==> src/rtl/traffic_light_monitor_pkg.sv <==
// Shared phase encoding, legal-successor rule and default phase lengths
// used by the traffic-light controller and its monitor.
package traffic_pkg;

  localparam logic [1:0] PH_NONE  = 2'd0;
  localparam logic [1:0] PH_RED   = 2'd1;
  localparam logic [1:0] PH_GREEN = 2'd2;
  localparam logic [1:0] PH_AMBER = 2'd3;

  localparam int DEF_RED_TICS   = 35;
  localparam int DEF_GREEN_TICS = 20;
  localparam int DEF_AMBER_TICS = 3;
  localparam int DEF_TOL        = 0;

  typedef enum logic [1:0] {
    LAMP_DARK,
    LAMP_ONE,
    LAMP_MULTI
  } lamp_kind_e;

  function automatic logic [1:0] next_phase(input logic [1:0] ph);
    case (ph)
      PH_RED:   return PH_GREEN;
      PH_GREEN: return PH_AMBER;
      PH_AMBER: return PH_RED;
      default:  return PH_NONE;
    endcase
  endfunction

endpackage

==> src/rtl/traffic_light_monitor_if.sv <==
// Lamp inputs and status outputs of the monitor; master drives the lamps,
// slave is the monitor itself.
interface traffic_light_monitor_if #(
  parameter int ERR_W = 16
) ();

  logic             red;
  logic             amber;
  logic             green;
  logic             sync_ok;
  logic [1:0]       phase;
  logic             err_illegal;
  logic             err_order;
  logic             err_duration;
  logic [ERR_W-1:0] err_count;

  modport master (
    output red, amber, green,
    input  sync_ok, phase, err_illegal, err_order, err_duration, err_count
  );

  modport slave (
    input  red, amber, green,
    output sync_ok, phase, err_illegal, err_order, err_duration, err_count
  );

endinterface

==> src/rtl/traffic_phase_timer.sv <==
// Times the current phase: saturating sample counter plus a sticky flag
// so an overlong phase is reported only once.
module traffic_phase_timer #(
  parameter int CNT_W = 8
) (
  input  logic             clock,
  input  logic             reset_n,
  input  logic             i_restart,
  input  logic             i_hold,
  input  logic [CNT_W-1:0] i_exp,
  input  logic [CNT_W-1:0] i_tol,
  output logic             o_too_long_pulse,
  output logic             o_too_short,
  output logic [CNT_W-1:0] o_cnt
);

  localparam logic [CNT_W-1:0] CNT_MAX = '1;

  logic [CNT_W-1:0] r_cnt;
  logic             r_too_long;
  logic [CNT_W-1:0] w_cnt_inc;
  logic [CNT_W+1:0] w_limit;
  logic [CNT_W-1:0] w_lo;

  assign w_cnt_inc = (r_cnt == CNT_MAX) ? r_cnt : r_cnt + 1'b1;
  assign w_limit   = {2'b00, i_exp} + {2'b00, i_tol} + {{(CNT_W+1){1'b0}}, 1'b1};
  assign w_lo      = (i_tol >= i_exp) ? CNT_W'(1) : i_exp - i_tol;

  // Too-long means "one more sample of this phase would cross the limit".
  assign o_too_long_pulse = !r_too_long && ({2'b00, w_cnt_inc} >= w_limit);
  assign o_too_short      = !r_too_long && (r_cnt < w_lo);
  assign o_cnt            = r_cnt;

  always_ff @(posedge clock or negedge reset_n) begin
    if (!reset_n) begin
      r_cnt      <= '0;
      r_too_long <= 1'b0;
    end else if (i_restart) begin
      r_cnt      <= CNT_W'(1);
      r_too_long <= 1'b0;
    end else if (i_hold) begin
      r_cnt <= w_cnt_inc;
      if (o_too_long_pulse) r_too_long <= 1'b1;
    end
  end

endmodule

==> src/rtl/traffic_light_monitor.sv <==
// Passive watchdog on a traffic-light controller: locks onto RED->GREEN->AMBER
// and reports illegal lamps, out-of-order phases and bad phase lengths.
module traffic_light_monitor
  import traffic_pkg::*;
#(
  parameter int RED_TICS   = DEF_RED_TICS,
  parameter int GREEN_TICS = DEF_GREEN_TICS,
  parameter int AMBER_TICS = DEF_AMBER_TICS,
  parameter int TOL        = DEF_TOL,
  parameter int CNT_W      = 8,
  parameter int ERR_W      = 16
) (
  input logic                  clock,
  input logic                  reset_n,
  traffic_light_monitor_if.slave bus
);

  localparam logic [0:0] ST_UNSYNC = 1'b0;
  localparam logic [0:0] ST_LOCKED = 1'b1;
  localparam logic [ERR_W-1:0] ERR_MAX = '1;

  logic [0:0]       r_state;
  logic [1:0]       r_phase;
  logic             r_err_ill;
  logic             r_err_ord;
  logic             r_err_dur;
  logic [ERR_W-1:0] r_err_cnt;

  logic [2:0]       w_lamps;
  lamp_kind_e       w_kind;
  logic [1:0]       w_light;
  logic [0:0]       w_state_nxt;
  logic [1:0]       w_phase_nxt;
  logic             w_restart;
  logic             w_hold;
  logic             w_ill;
  logic             w_ord;
  logic             w_dur;
  logic [CNT_W-1:0] w_exp;
  logic             w_too_long;
  logic             w_too_short;
  logic [CNT_W-1:0] w_cnt;

  assign w_lamps = {bus.red, bus.amber, bus.green};

  always_comb begin
    w_kind  = LAMP_MULTI;
    w_light = PH_NONE;
    case (w_lamps)
      3'b000:  w_kind = LAMP_DARK;
      3'b100:  begin w_kind = LAMP_ONE; w_light = PH_RED;   end
      3'b001:  begin w_kind = LAMP_ONE; w_light = PH_GREEN; end
      3'b010:  begin w_kind = LAMP_ONE; w_light = PH_AMBER; end
      default: ;
    endcase
  end

  always_comb begin
    case (r_phase)
      PH_RED:   w_exp = CNT_W'(RED_TICS);
      PH_GREEN: w_exp = CNT_W'(GREEN_TICS);
      PH_AMBER: w_exp = CNT_W'(AMBER_TICS);
      default:  w_exp = '0;
    endcase
  end

  // Branches are mutually exclusive, which gives the illegal > order > duration priority.
  always_comb begin
    w_state_nxt = r_state;
    w_phase_nxt = r_phase;
    w_restart   = 1'b0;
    w_hold      = 1'b0;
    w_ill       = 1'b0;
    w_ord       = 1'b0;
    w_dur       = 1'b0;
    if (r_state == ST_UNSYNC) begin
      if (w_kind == LAMP_ONE) begin
        w_phase_nxt = w_light;
        if (w_light == next_phase(r_phase)) begin
          w_state_nxt = ST_LOCKED;
          w_restart   = 1'b1;
        end
      end
    end else if (w_kind != LAMP_ONE) begin
      w_ill       = 1'b1;
      w_state_nxt = ST_UNSYNC;
      w_phase_nxt = PH_NONE;
    end else if (w_light == r_phase) begin
      w_hold = 1'b1;
      w_dur  = w_too_long;
    end else if (w_light == next_phase(r_phase)) begin
      w_dur       = w_too_short;
      w_restart   = 1'b1;
      w_phase_nxt = w_light;
    end else begin
      w_ord       = 1'b1;
      w_state_nxt = ST_UNSYNC;
      w_phase_nxt = w_light;
    end
  end

  traffic_phase_timer #(
    .CNT_W (CNT_W)
  ) u_timer (
    .clock            (clock),
    .reset_n          (reset_n),
    .i_restart        (w_restart),
    .i_hold           (w_hold),
    .i_exp            (w_exp),
    .i_tol            (CNT_W'(TOL)),
    .o_too_long_pulse (w_too_long),
    .o_too_short      (w_too_short),
    .o_cnt            (w_cnt)
  );

  always_ff @(posedge clock or negedge reset_n) begin
    if (!reset_n) begin
      r_state   <= ST_UNSYNC;
      r_phase   <= PH_NONE;
      r_err_ill <= 1'b0;
      r_err_ord <= 1'b0;
      r_err_dur <= 1'b0;
      r_err_cnt <= '0;
    end else begin
      r_state   <= w_state_nxt;
      r_phase   <= w_phase_nxt;
      r_err_ill <= w_ill;
      r_err_ord <= w_ord;
      r_err_dur <= w_dur;
      if ((w_ill || w_ord || w_dur) && (r_err_cnt != ERR_MAX))
        r_err_cnt <= r_err_cnt + 1'b1;
    end
  end

  // A locked phase is always being timed, so its count can never be zero.
  a_cnt_live: assert property (@(posedge clock) disable iff (!reset_n)
                               (r_state == ST_LOCKED) |-> (w_cnt != '0));

  assign bus.sync_ok      = (r_state == ST_LOCKED);
  assign bus.phase        = r_phase;
  assign bus.err_illegal  = r_err_ill;
  assign bus.err_order    = r_err_ord;
  assign bus.err_duration = r_err_dur;
  assign bus.err_count    = r_err_cnt;

endmodule
==> src/flat_wrapper.sv <==
// flat-port wrapper written by rule: the top's interface ports become plain ports
module traffic_light_monitor_flat import traffic_pkg::*;
#(
  parameter int RED_TICS   = DEF_RED_TICS,
  parameter int GREEN_TICS = DEF_GREEN_TICS,
  parameter int AMBER_TICS = DEF_AMBER_TICS,
  parameter int TOL        = DEF_TOL,
  parameter int CNT_W      = 8,
  parameter int ERR_W      = 16
)
  (clock, reset_n, bus_red, bus_amber, bus_green, bus_sync_ok, bus_phase, bus_err_illegal, bus_err_order, bus_err_duration, bus_err_count);
  traffic_light_monitor_if #(.ERR_W(ERR_W)) bus_i ();
  input logic clock;
  input logic reset_n;
  input wire logic [$bits(bus_i.red)-1:0] bus_red;
  input wire logic [$bits(bus_i.amber)-1:0] bus_amber;
  input wire logic [$bits(bus_i.green)-1:0] bus_green;
  output wire logic [$bits(bus_i.sync_ok)-1:0] bus_sync_ok;
  output wire logic [$bits(bus_i.phase)-1:0] bus_phase;
  output wire logic [$bits(bus_i.err_illegal)-1:0] bus_err_illegal;
  output wire logic [$bits(bus_i.err_order)-1:0] bus_err_order;
  output wire logic [$bits(bus_i.err_duration)-1:0] bus_err_duration;
  output wire logic [$bits(bus_i.err_count)-1:0] bus_err_count;
  assign bus_i.red = bus_red;
  assign bus_i.amber = bus_amber;
  assign bus_i.green = bus_green;
  assign bus_sync_ok = bus_i.sync_ok;
  assign bus_phase = bus_i.phase;
  assign bus_err_illegal = bus_i.err_illegal;
  assign bus_err_order = bus_i.err_order;
  assign bus_err_duration = bus_i.err_duration;
  assign bus_err_count = bus_i.err_count;
  traffic_light_monitor #(.RED_TICS(RED_TICS), .GREEN_TICS(GREEN_TICS), .AMBER_TICS(AMBER_TICS), .TOL(TOL), .CNT_W(CNT_W), .ERR_W(ERR_W)) u_core (.clock(clock), .reset_n(reset_n), .bus(bus_i));
endmodule
==> config.mk <==
export PLATFORM = sky130hd
export DESIGN_NAME = traffic_light_monitor_flat
export DESIGN_NICKNAME = d
export VERILOG_FILES = /design/src/rtl/traffic_light_monitor_pkg.sv /design/src/rtl/traffic_light_monitor_if.sv /design/src/rtl/traffic_phase_timer.sv /design/src/rtl/traffic_light_monitor.sv /design/src/flat_wrapper.sv
export SDC_FILE = /design/constraint.sdc
export NUM_CORES = 1
export LEC_CHECK = 0
export ABC_AREA = 1
export CAP_MARGIN = 10
export CORE_MARGIN = 1.5
export CORE_UTILIZATION = 35
export DETAILED_ROUTE_END_ITERATION = 8
export PLACE_DENSITY_LB_ADDON = 0.3
export SLEW_MARGIN = 20
export SYNTH_ARGS = -nofsm -noshare
export SYNTH_HDL_FRONTEND = slang
export SYNTH_SLANG_ARGS = --single-unit
==> constraint.sdc <==
create_clock -name clock -period 5.7 [get_ports clock]
set_input_delay 1.71 -clock clock [delete_from_list [all_inputs] [get_ports clock]]
set_output_delay 1.71 -clock clock [all_outputs]
set_load 0.02 [all_outputs]
=== Word-level counts from Yosys, hierarchy flattened ===
Index checks and enable logic that the tools add are counted.
Widths: inputs -> output; s select.

* Register bits after elaboration: 31
* Bits of input ports: 5
* Output and inout port bits: 22
* Word-level logic and storage cells: 83

* Add/subtract/negate cells: 3
* Magnitude comparators: 3
* Equality and inequality tests: 14
* Mux-type cells: 42
* Reduce and logical (&&, ||, !) cells: 13

{| class="wikitable"
|+ Operator list
! cell !! count
|-
| $mux 8 || 4
|-
| $mux 1 || 25
|-
| $mux 2 || 9
|-
| $pmux 6 s3 || 1
|-
| $add 16x1->16 const B || 1
|-
| $ne 16x16->1 const B || 1
|-
| $pmux 2 s3 || 2
|-
| $add 8x1->9 const B || 1
|-
| $ge 8x9->1 || 1
|-
| $add 8x1->8 const B || 1
|-
| $eq 8x8->1 const B || 1
|-
| $ge 1x8->1 const A || 1
|-
| $lt 8x8->1 || 1
|-
| $eq 2x2->1 || 3
|-
| $reduce_bool 2->1 || 3
|-
| $eq 2x1->1 const B || 2
|-
| $eq 2x2->1 const B || 2
|-
| $pmux 2 s2 || 1
|-
| $reduce_and 2->1 || 2
|-
| $eq 3x1->1 const B || 1
|-
| $eq 3x2->1 const B || 1
|-
| $eq 3x3->1 const B || 1
|-
| $logic_and 1x1->1 || 3
|-
| $logic_not 3->1 || 1
|-
| 5 further kinds || 6
|}

=== Longest topological paths before layout ===
* Depth in word-level cells: 14
* Mapped depth: 19
* Depth with buffers taken out: 18

=== Cells and area by module ===
Synthesis repeated with hierarchy kept, for this count alone.

* Cells, all modules: 436
* Area total of the unflattened synthesis: 3059.2 µm²

{| class="wikitable"
|+ By module, submodules not included
! module !! instances !! cells an instance !! area an instance (µm²)
|-
| traffic_phase_timer || 1 || 236 || 1609.0
|-
| traffic_light_monitor || 1 || 200 || 1450.1
|}

=== Worst setup path after synthesis ===
No wires, ideal clock.

* Path type: in2reg
* Start: input port bus_green
* End: register u_core.u_timer.r_cnt[0], in the netlist u_core.u_timer.o_cnt[0]
* Library setup time: 133 ps
* Arrival time: 2815 ps
* Slack: 2752 ps
* Stages on the path: 11
* Path buffers: 0
* Path through: inv_1 nand3_2 nand2_1 xor2_1 nand2_1 nor2_1 nand2_1 nand2_4 inv_2 nand2_1 o211ai_1

* Longest elaborated chain between the ends: 8
* Elaborated cells between the ends (all ways): 23
* Classes of those cells: eq/ne (8); mux (12); reduce/logical (3)

{| class="wikitable"
|+ Ends and longest elaborated chain
! what !! line !! text
|-
| from (decl) || flat_wrapper.sv:17 || <nowiki>input wire logic [$bits(bus_i.green)-1:0] bus_green;</nowiki>
|-
| $eq 3x2->1, or another cell as far along || traffic_light_monitor.sv:49 || <nowiki>case (w_lamps)</nowiki>
|-
| $pmux 2 s3 || traffic_light_monitor.sv:49 ||
|-
| $eq 2x2->1 || traffic_light_monitor.sv:91 || <nowiki>end else if (w_light == next_phase(r_phase)) begin</nowiki>
|-
| $mux 1 || traffic_light_monitor.sv:91 ||
|-
| $mux 1 || traffic_light_monitor.sv:88 || <nowiki>end else if (w_light == r_phase) begin</nowiki>
|-
| $mux 1 || traffic_light_monitor.sv:84 || <nowiki>end else if (w_kind != LAMP_ONE) begin</nowiki>
|-
| $mux 1 || traffic_light_monitor.sv:76 || <nowiki>if (r_state == ST_UNSYNC) begin</nowiki>
|-
| $mux 8 or $reduce_bool 2->1 (tied branches) || -- ||
|-
| to (signal assigned) || traffic_phase_timer.sv:42 || <nowiki>r_cnt <= w_cnt_inc;</nowiki>
|-
| to (decl) || traffic_phase_timer.sv:19 || <nowiki>logic [CNT_W-1:0] r_cnt;</nowiki>
|}

Parallel ways exist; a longest one is shown, timed or not.
A chain may end at the register's enable or synchronous reset.

=== Worst setup path after layout ===
* Start: input port bus_red
* End: register u_core.r_err_cnt[0], in the netlist u_core.bus.err_count[0]

* Longest elaborated chain between the ends: 10
* Elaborated cells between the ends (all ways): 23
* Classes of those cells: eq/ne (6); mux (12); reduce/logical (5)

{| class="wikitable"
|+ Ends and longest elaborated chain
! what !! line !! text
|-
| from (decl) || flat_wrapper.sv:15 || <nowiki>input wire logic [$bits(bus_i.red)-1:0] bus_red;</nowiki>
|-
| $eq 3x2->1, or another cell as far along || traffic_light_monitor.sv:49 ||
|-
| $pmux 2 s3 || traffic_light_monitor.sv:49 ||
|-
| $eq 2x2->1 || traffic_light_monitor.sv:91 ||
|-
| $mux 1 || traffic_light_monitor.sv:91 ||
|-
| $mux 1 || traffic_light_monitor.sv:88 ||
|-
| $mux 1 || traffic_light_monitor.sv:84 ||
|-
| $mux 1 || traffic_light_monitor.sv:76 ||
|-
| $logic_or 1x1->1 || traffic_light_monitor.sv:130 || <nowiki>if ((w_ill || w_ord || w_dur) && (r_err_cnt != ERR_MAX))</nowiki>
|-
| $logic_or 1x1->1 * || traffic_light_monitor.sv:130 ||
|-
| $logic_and 1x1->1 * || traffic_light_monitor.sv:130 ||
|-
| to (signal assigned) || traffic_light_monitor.sv:131 || <nowiki>r_err_cnt <= r_err_cnt + 1'b1;</nowiki>
|-
| to (decl) || traffic_light_monitor.sv:27 || <nowiki>logic [ERR_W-1:0] r_err_cnt;</nowiki>
|}

Mark *: on every way between the ends. The rest lies on a longest branch, timed or not.

==> impl_metrics.env <==
export IMPL_status="complete, no violations"
export IMPL_async_flop_share_pct=100.0
export IMPL_grt_pass1_vias=1938
export IMPL_drv_cap=0
export IMPL_grt_max_degree=32
export IMPL_antenna_found_initial=0
export IMPL_drc=0
export IMPL_yosys_area_share_simple_pct=37.49
export IMPL_combPwrFrac_pct=47.7
export IMPL_fp_row_count=29
export IMPL_hold_path_class="reg2reg"
export IMPL_core_area_sq_um=6314
export IMPL_netSwitchingFraction_pct=43.76
export IMPL_utilization_pct=43.06
export IMPL_dr_total_vias=2020
export IMPL_htreeDepth=2
export IMPL_clock_path_buffers=2
export IMPL_slew_headroom_pct=70.77
export IMPL_path_clk_slew_ps=70
export IMPL_cp_end_kind="flop"
export IMPL_dr_pass1_iters=4
export IMPL_critPathLaunchType="input pin"
export IMPL_die_w_um=83.53
export IMPL_ctsHoldBuffers=0
export IMPL_syn_avg_cell_area_sq_um=7.322
export IMPL_cts_sinks=31
export IMPL_synth_edf_count=0
export IMPL_root_buffer="clkbuf_8"
export IMPL_wl_per_cell_um=12.04
export IMPL_tns_ps=0
export IMPL_holdPathStages=2
export IMPL_fmax_mhz=288.3
export IMPL_finalPower_w=0.001077
export IMPL_clock_skew_ps=6.584
export IMPL_grt_pass1_wl_mm=9.073
export IMPL_drt_iter0_markers=125
export IMPL_power_density_nw_per_um2=396.0
export IMPL_switching_power_w=0.0004711
export IMPL_post_cts_buffers=0
export IMPL_syn_inst=310
export IMPL_ir_drop_mv=0.1849
export IMPL_p_int_w=0.0006055
export IMPL_p_leak_nw=1.356
export IMPL_grt_overflow=0
export IMPL_min_period_ps=3468
export IMPL_track_usage_pct=15.71
export IMPL_finalCritPeriodShare_pct=60.85
export IMPL_seq_power_share_pct=31.9
export IMPL_synthesis_area_sq_um=2270
export IMPL_synth_mux_area_share_pct=0
export IMPL_cts_buffers=5
export IMPL_worst_slack_ps=2232
export IMPL_grt_setup_unrepaired="false"
export IMPL_synth_top_area_cell="dfrtp_1"
export IMPL_synth_adder_area_share_pct=8.820
export IMPL_io_pins=27
export IMPL_synthTopCellsByArea="dfrtp_1 34%, nand2_1 13%, ha_1 8.8%"
export IMPL_synth_compound_area_share_pct=6.615
export IMPL_layout_common_cells="80 x nand2_1, 42 x inv_1, 31 x dfrtp_1, 30 x nand3_1"
export IMPL_fill_cells=659
export IMPL_place_detailed_hpwl_mm=3.679
export IMPL_cp_max_fo=23
export IMPL_yosysTopAreaCellShare_pct=34.18
export IMPL_gp_congestion=0.8182
export IMPL_clockPowerShare_pct=20.4
export IMPL_initial_core_util_pct=35.95
export IMPL_synth_nets=331
export IMPL_cts_tree="yes"
export IMPL_synth_seq_area_share_pct=34.18
export IMPL_synth_distinct_cells=31
export IMPL_nets=362
export IMPL_layout_commonest_cell="nand2_1"
export IMPL_ys_flop_type="dfrtp_1"
export IMPL_die_area_sq_um=6977
export IMPL_ant_nets=0
export IMPL_worstPathRequired_ps=5880
export IMPL_antennaDiodeCount=0
export IMPL_viasPerCell=4.821
export IMPL_syn_to_final_growth_pct=19.79
export IMPL_cts_resized_gates=0
export IMPL_slew_violations=0
export IMPL_crit_type="in2reg"
export IMPL_tightest_slew_ps=434.4
export IMPL_drt_total_wl_mm=5.044
export IMPL_drive_gt1_share_pct=10.82
export IMPL_clock_latency_ps=290
export IMPL_ys_ff_latch=31
export IMPL_cp_arrival_ps=3650
export IMPL_rr_worst_depth=15
export IMPL_dp_worst_setup_slack_ps=1925
export IMPL_synth_top_family_by_area="simple AND/OR/NAND/NOR gates"
export IMPL_setup_viol=0
export IMPL_ys_warn_count=0
export IMPL_synth_xor_area_share_pct=4.245
export IMPL_finalHoldViolations=0
export IMPL_io_buffers=26
export IMPL_die_y_um=83.53
power groups by stage:
stage / Combinational (W) / Clock (W) / Sequential (W)
finish: 0.000513 / 0.000220 / 0.000344
detailed placement: 0.000513 / 0 / 0.000347
global route: 0.000588 / 0.000235 / 0.000354
floorplan: 0.000368 / 0 / 0.000352
CTS: 0.000516 / 0.000226 / 0.000344
global placement: 0.000500 / 0 / 0.000347
worst max-delay path: stages:
cell and delay, ps:
clkdlybuf4s50_1 490, inv_1 80, nand3_1 110, nand2_1 100
nand2_1 70, nand3_1 130, nor2_1 110, nand2_1 60
nand2_1 70, nand3_2 110, nand2_4 240, nand2_2 200
nand2_1 110, nand2_1 50
state kept, by name (all words and copies together), names as in the netlist:
name                       cells
u_core.u_timer.o_cnt           8
u_core.bus.err_duration        1
u_core.bus.phase               2
u_core.bus.err_illegal         1
u_core.bus.err_order           1
u_core.bus.err_count          16
u_core.bus.sync_ok             1
u_core.u_timer.r_too_long      1
final timing paths:
kind / slack (ps) / startpoint / endpoint
setup / recovery: 2230 / bus_red / u_core.bus.err_count[0]
hold / removal: 530 / u_core.bus.err_count[1] / u_core.bus.err_count[1]
setup reg to reg: 2930 / u_core.bus.phase[0] / u_core.bus.err_count[0]
hold reg to reg: 530 / u_core.bus.err_count[1] / u_core.bus.err_count[1]
max in group asynchronous: 3570 / reset_n / u_core.bus.err_count[2]
min in group asynchronous: 1830 / reset_n / u_core.bus.err_count[13]
layout make-up:
| type | instances | area, sq um | share of cell area, % |
|---|---|---|---|
| multi-input combinational | 231 | 1297 | 47.72 |
| clock inverter | 3 | 43.79 | 1.611 |
| tap | 77 | 96.34 | 3.543 |
| inverter | 45 | 168.9 | 6.213 |
| sequential | 31 | 775.7 | 28.53 |
| clock buffer | 5 | 68.82 | 2.531 |
| timing repair buffer | 27 | 267.8 | 9.848 |
stage by stage:
step / std cells / hold slack [ps] / cell area (sq um)
after global placement: 411 / 522.5 / 2606
after CTS: 419 / 540.3 / 2719
after floorplan: 310 / 492.3 / 2270
after detailed placement: 411 / 527.1 / 2606
final: 419 / 532.6 / 2719
after global routing: 419 / 589.5 / 2719
cells by family (layout without fill, tap and decap cells):
logic type      after synthesis  in the layout
fa+ha+maj                    16             16
flops                        31             31
compound gates               27             27
xor+xnor                     11             11
simple gates                177            177
buf+inv                      48             80
synth_stat cells, types with 2 or more instances:
cell type and instances:
nor2_4 3, a21oi_1 8, nand2_1 80, o21ai_0 12, buf_6 2, nor4_1 2, ha_1 16, a31oi_1 2
nor3_1 6, nand3_2 5, nor2_1 26, nor2_2 2, nand2_4 3, o211ai_1 2, inv_1 42, xnor2_1 2
inv_2 3, nand3_1 30, nand2_2 10, xor2_1 9, nand4_1 5, dfrtp_1 31
per-layer routing:
layer / routed length (um) / global-route usage (%)
met4: 62 / 4.769
met3: 147 / 2.967
met5: 0 / 0
met1: 2519 / 21.25
met2: 2314 / 25.65
Note: power is estimated with default switching activity, not from simulation.
==> RTL edit: new RTL, config.mk and constraints unchanged <==
`CNT_W` is set to 8 in 3 places; all go to 6.
--- a/src/rtl/traffic_phase_timer.sv
+++ b/src/rtl/traffic_phase_timer.sv
@@ -2,5 +2,5 @@
 // so an overlong phase is reported only once.
 module traffic_phase_timer #(
-  parameter int CNT_W = 8
+  parameter int CNT_W = 6
 ) (
   input  logic             clock,
--- a/src/rtl/traffic_light_monitor.sv
+++ b/src/rtl/traffic_light_monitor.sv
@@ -8,5 +8,5 @@
   parameter int AMBER_TICS = DEF_AMBER_TICS,
   parameter int TOL        = DEF_TOL,
-  parameter int CNT_W      = 8,
+  parameter int CNT_W      = 6,
   parameter int ERR_W      = 16
 ) (
--- a/src/flat_wrapper.sv
+++ b/src/flat_wrapper.sv
@@ -6,5 +6,5 @@
   parameter int AMBER_TICS = DEF_AMBER_TICS,
   parameter int TOL        = DEF_TOL,
-  parameter int CNT_W      = 8,
+  parameter int CNT_W      = 6,
   parameter int ERR_W      = 16
 )
Check against the original RTL: no difference found for any inputs over 10 cycles, from zero or initial values and one cycle with reset_n low; that may be too few to reach the edited logic, so the function may still have changed.
==> RTL edit against the unedited design <==
  * Power decreased by 22%
  * Final cell count is 11% lower
  * Largest cell class unchanged
  * Combinational power down 29%
  * Highest routed layer unchanged
  * Wire length is 12% lower
  * Design area shrank 7.9%
  * Sequential cell count shrank 2
  * Via count shrank 11%
  * Setup slack gained 30 ps
  * Die area is 8.1% lower
  * Synthesized area fell by 8.4%
  * Clock skew about the same
  * Count of clock-buffer cells in the layout increased by 2
==> RTL edit: results (changes against the unedited design) <==
| Metric | Value |
|---|---|
| Cell area after layout | `2500 um2 (-7.9%)` |
| Met1 wire length | `2240 um (-11%)` |
| Hold_sp | `u_core.u_timer.r_too_long` |
| Synth cell types | `30 (-3.2%)` |
| Register area share after synthesis | `34.9% (+0.72 points)` |
| Count of non-CTS inverters in the layout | `41 (-8.9%)` |
| Total wire length | `4460 um (-12%)` |
| CP max FO | `17 (-26%)` |
| Layout clock area frac | `4.05% (-0.094 points)` |
| CP endpoint | `u_core.bus.err_count[13]` |
| Final nets | `323 (-11%)` |
| Synth top cells by count | `nand2_1 (67), inv_1 (39), nand3_1 (35)` |
| DR WL met3 | `126 um (-14%)` |
| Proportion of layout cells with a drive suffix above 1 | `9.24% (-1.6 points)` |
| Placed cell count | `367 (-11%)` |
| Fraction of area in multi-input gates | `46.5% (-1.2 points)` |
| Fmax | `0.291 GHz (+0.89%)` |
| Crit path from | `bus_amber` |
| Wire length per cell | `11.9 um (-1.1%)` |
| Layout Skew | `6.62 ps (+0.0343 ps)` |
| Slew @ Worst Pin | `395 ps (-39.4 ps)` |
| Total Routing Usage GR | `15.5% (-0.16 points)` |
| Met2 WL | `2040 um (-12%)` |
| Hold WS | `510 ps (-22.9 ps)` |
| Hold EP | `u_core.u_timer.r_too_long` |
| Area post-placement | `2400 um2 (-7.8%)` |
| CLK BUF | `7 (+2)` |
| Leak | `0.00128 uW (-5.9%)` |
| Syn Inst Count | `272 (-12%)` |
| Worst r2r path cells | `17 (+2)` |
| Syn Nets | `293 (-11%)` |
| Worst vdd ir | `0.000142 V (-23%)` |
| Reg-to-Reg End | `u_core.bus.err_count[13]` |
| Multi-Input Combinational | `198 (-14%)` |
| Vias in the first global route | `1709 (-12%)` |
| Post-Synth Adder-Cell Area | `9.63% (+0.81 points)` |
| Synth Area in Compound Gates | `6.14% (-0.48 points)` |
| GR Layer Usage met1 | `21.8% (+0.56 points)` |
| Tap cells | `72 (-6.5%)` |
| Final HPWL DP | `3340 um (-9.1%)` |
| GR Util met2 | `23.7% (-1.9 points)` |
| Worst slack at placement | `1950 ps (+25.0 ps)` |
| First-pass GRT wire length | `7780 um (-14%)` |
| Sequential cell area | `726 um2 (-6.5%)` |
| Placer congestion estimate | `0.836 (+2.2%)` |
| Seq_cells | `29 (-6.5%)` |
| Status | `complete, no violations` |
-- RTL edit: cell count changes after synthesis, moves of 4 or more --
| cell | before | now |
|---|---|---|
| nand2_1 | 80 | 67 |
| xor2_1 | 9 | 16 |
| nand2_2 | 10 | 5 |
| nand3_1 | 30 | 35 |
| a21oi_1 | 8 | 4 |
| nor2_1 | 26 | 12 |
-- RTL edit: where the power goes --
part | leakage [uW] | switching [uW] | internal (uW) | total, uW
logic | 0.000835 | 217 | 146 | 363
registers | 0.000387 | 44.7 | 240 | 284
clock network | 0.0000542 | 81.2 | 109 | 190
-- RTL edit: critical path, stage by stage --
cell and delay [ps]:
clkdlybuf4s50_1 510, inv_2 50, nand2_1 80, nand3_2 120, xor2_1 200, nand2_1 100, nor2_1 90, nand2_1 60
nand2_1 70, nand3_2 90, nand2_4 200, nand2_4 170, nand2_1 100, nand2_1 50
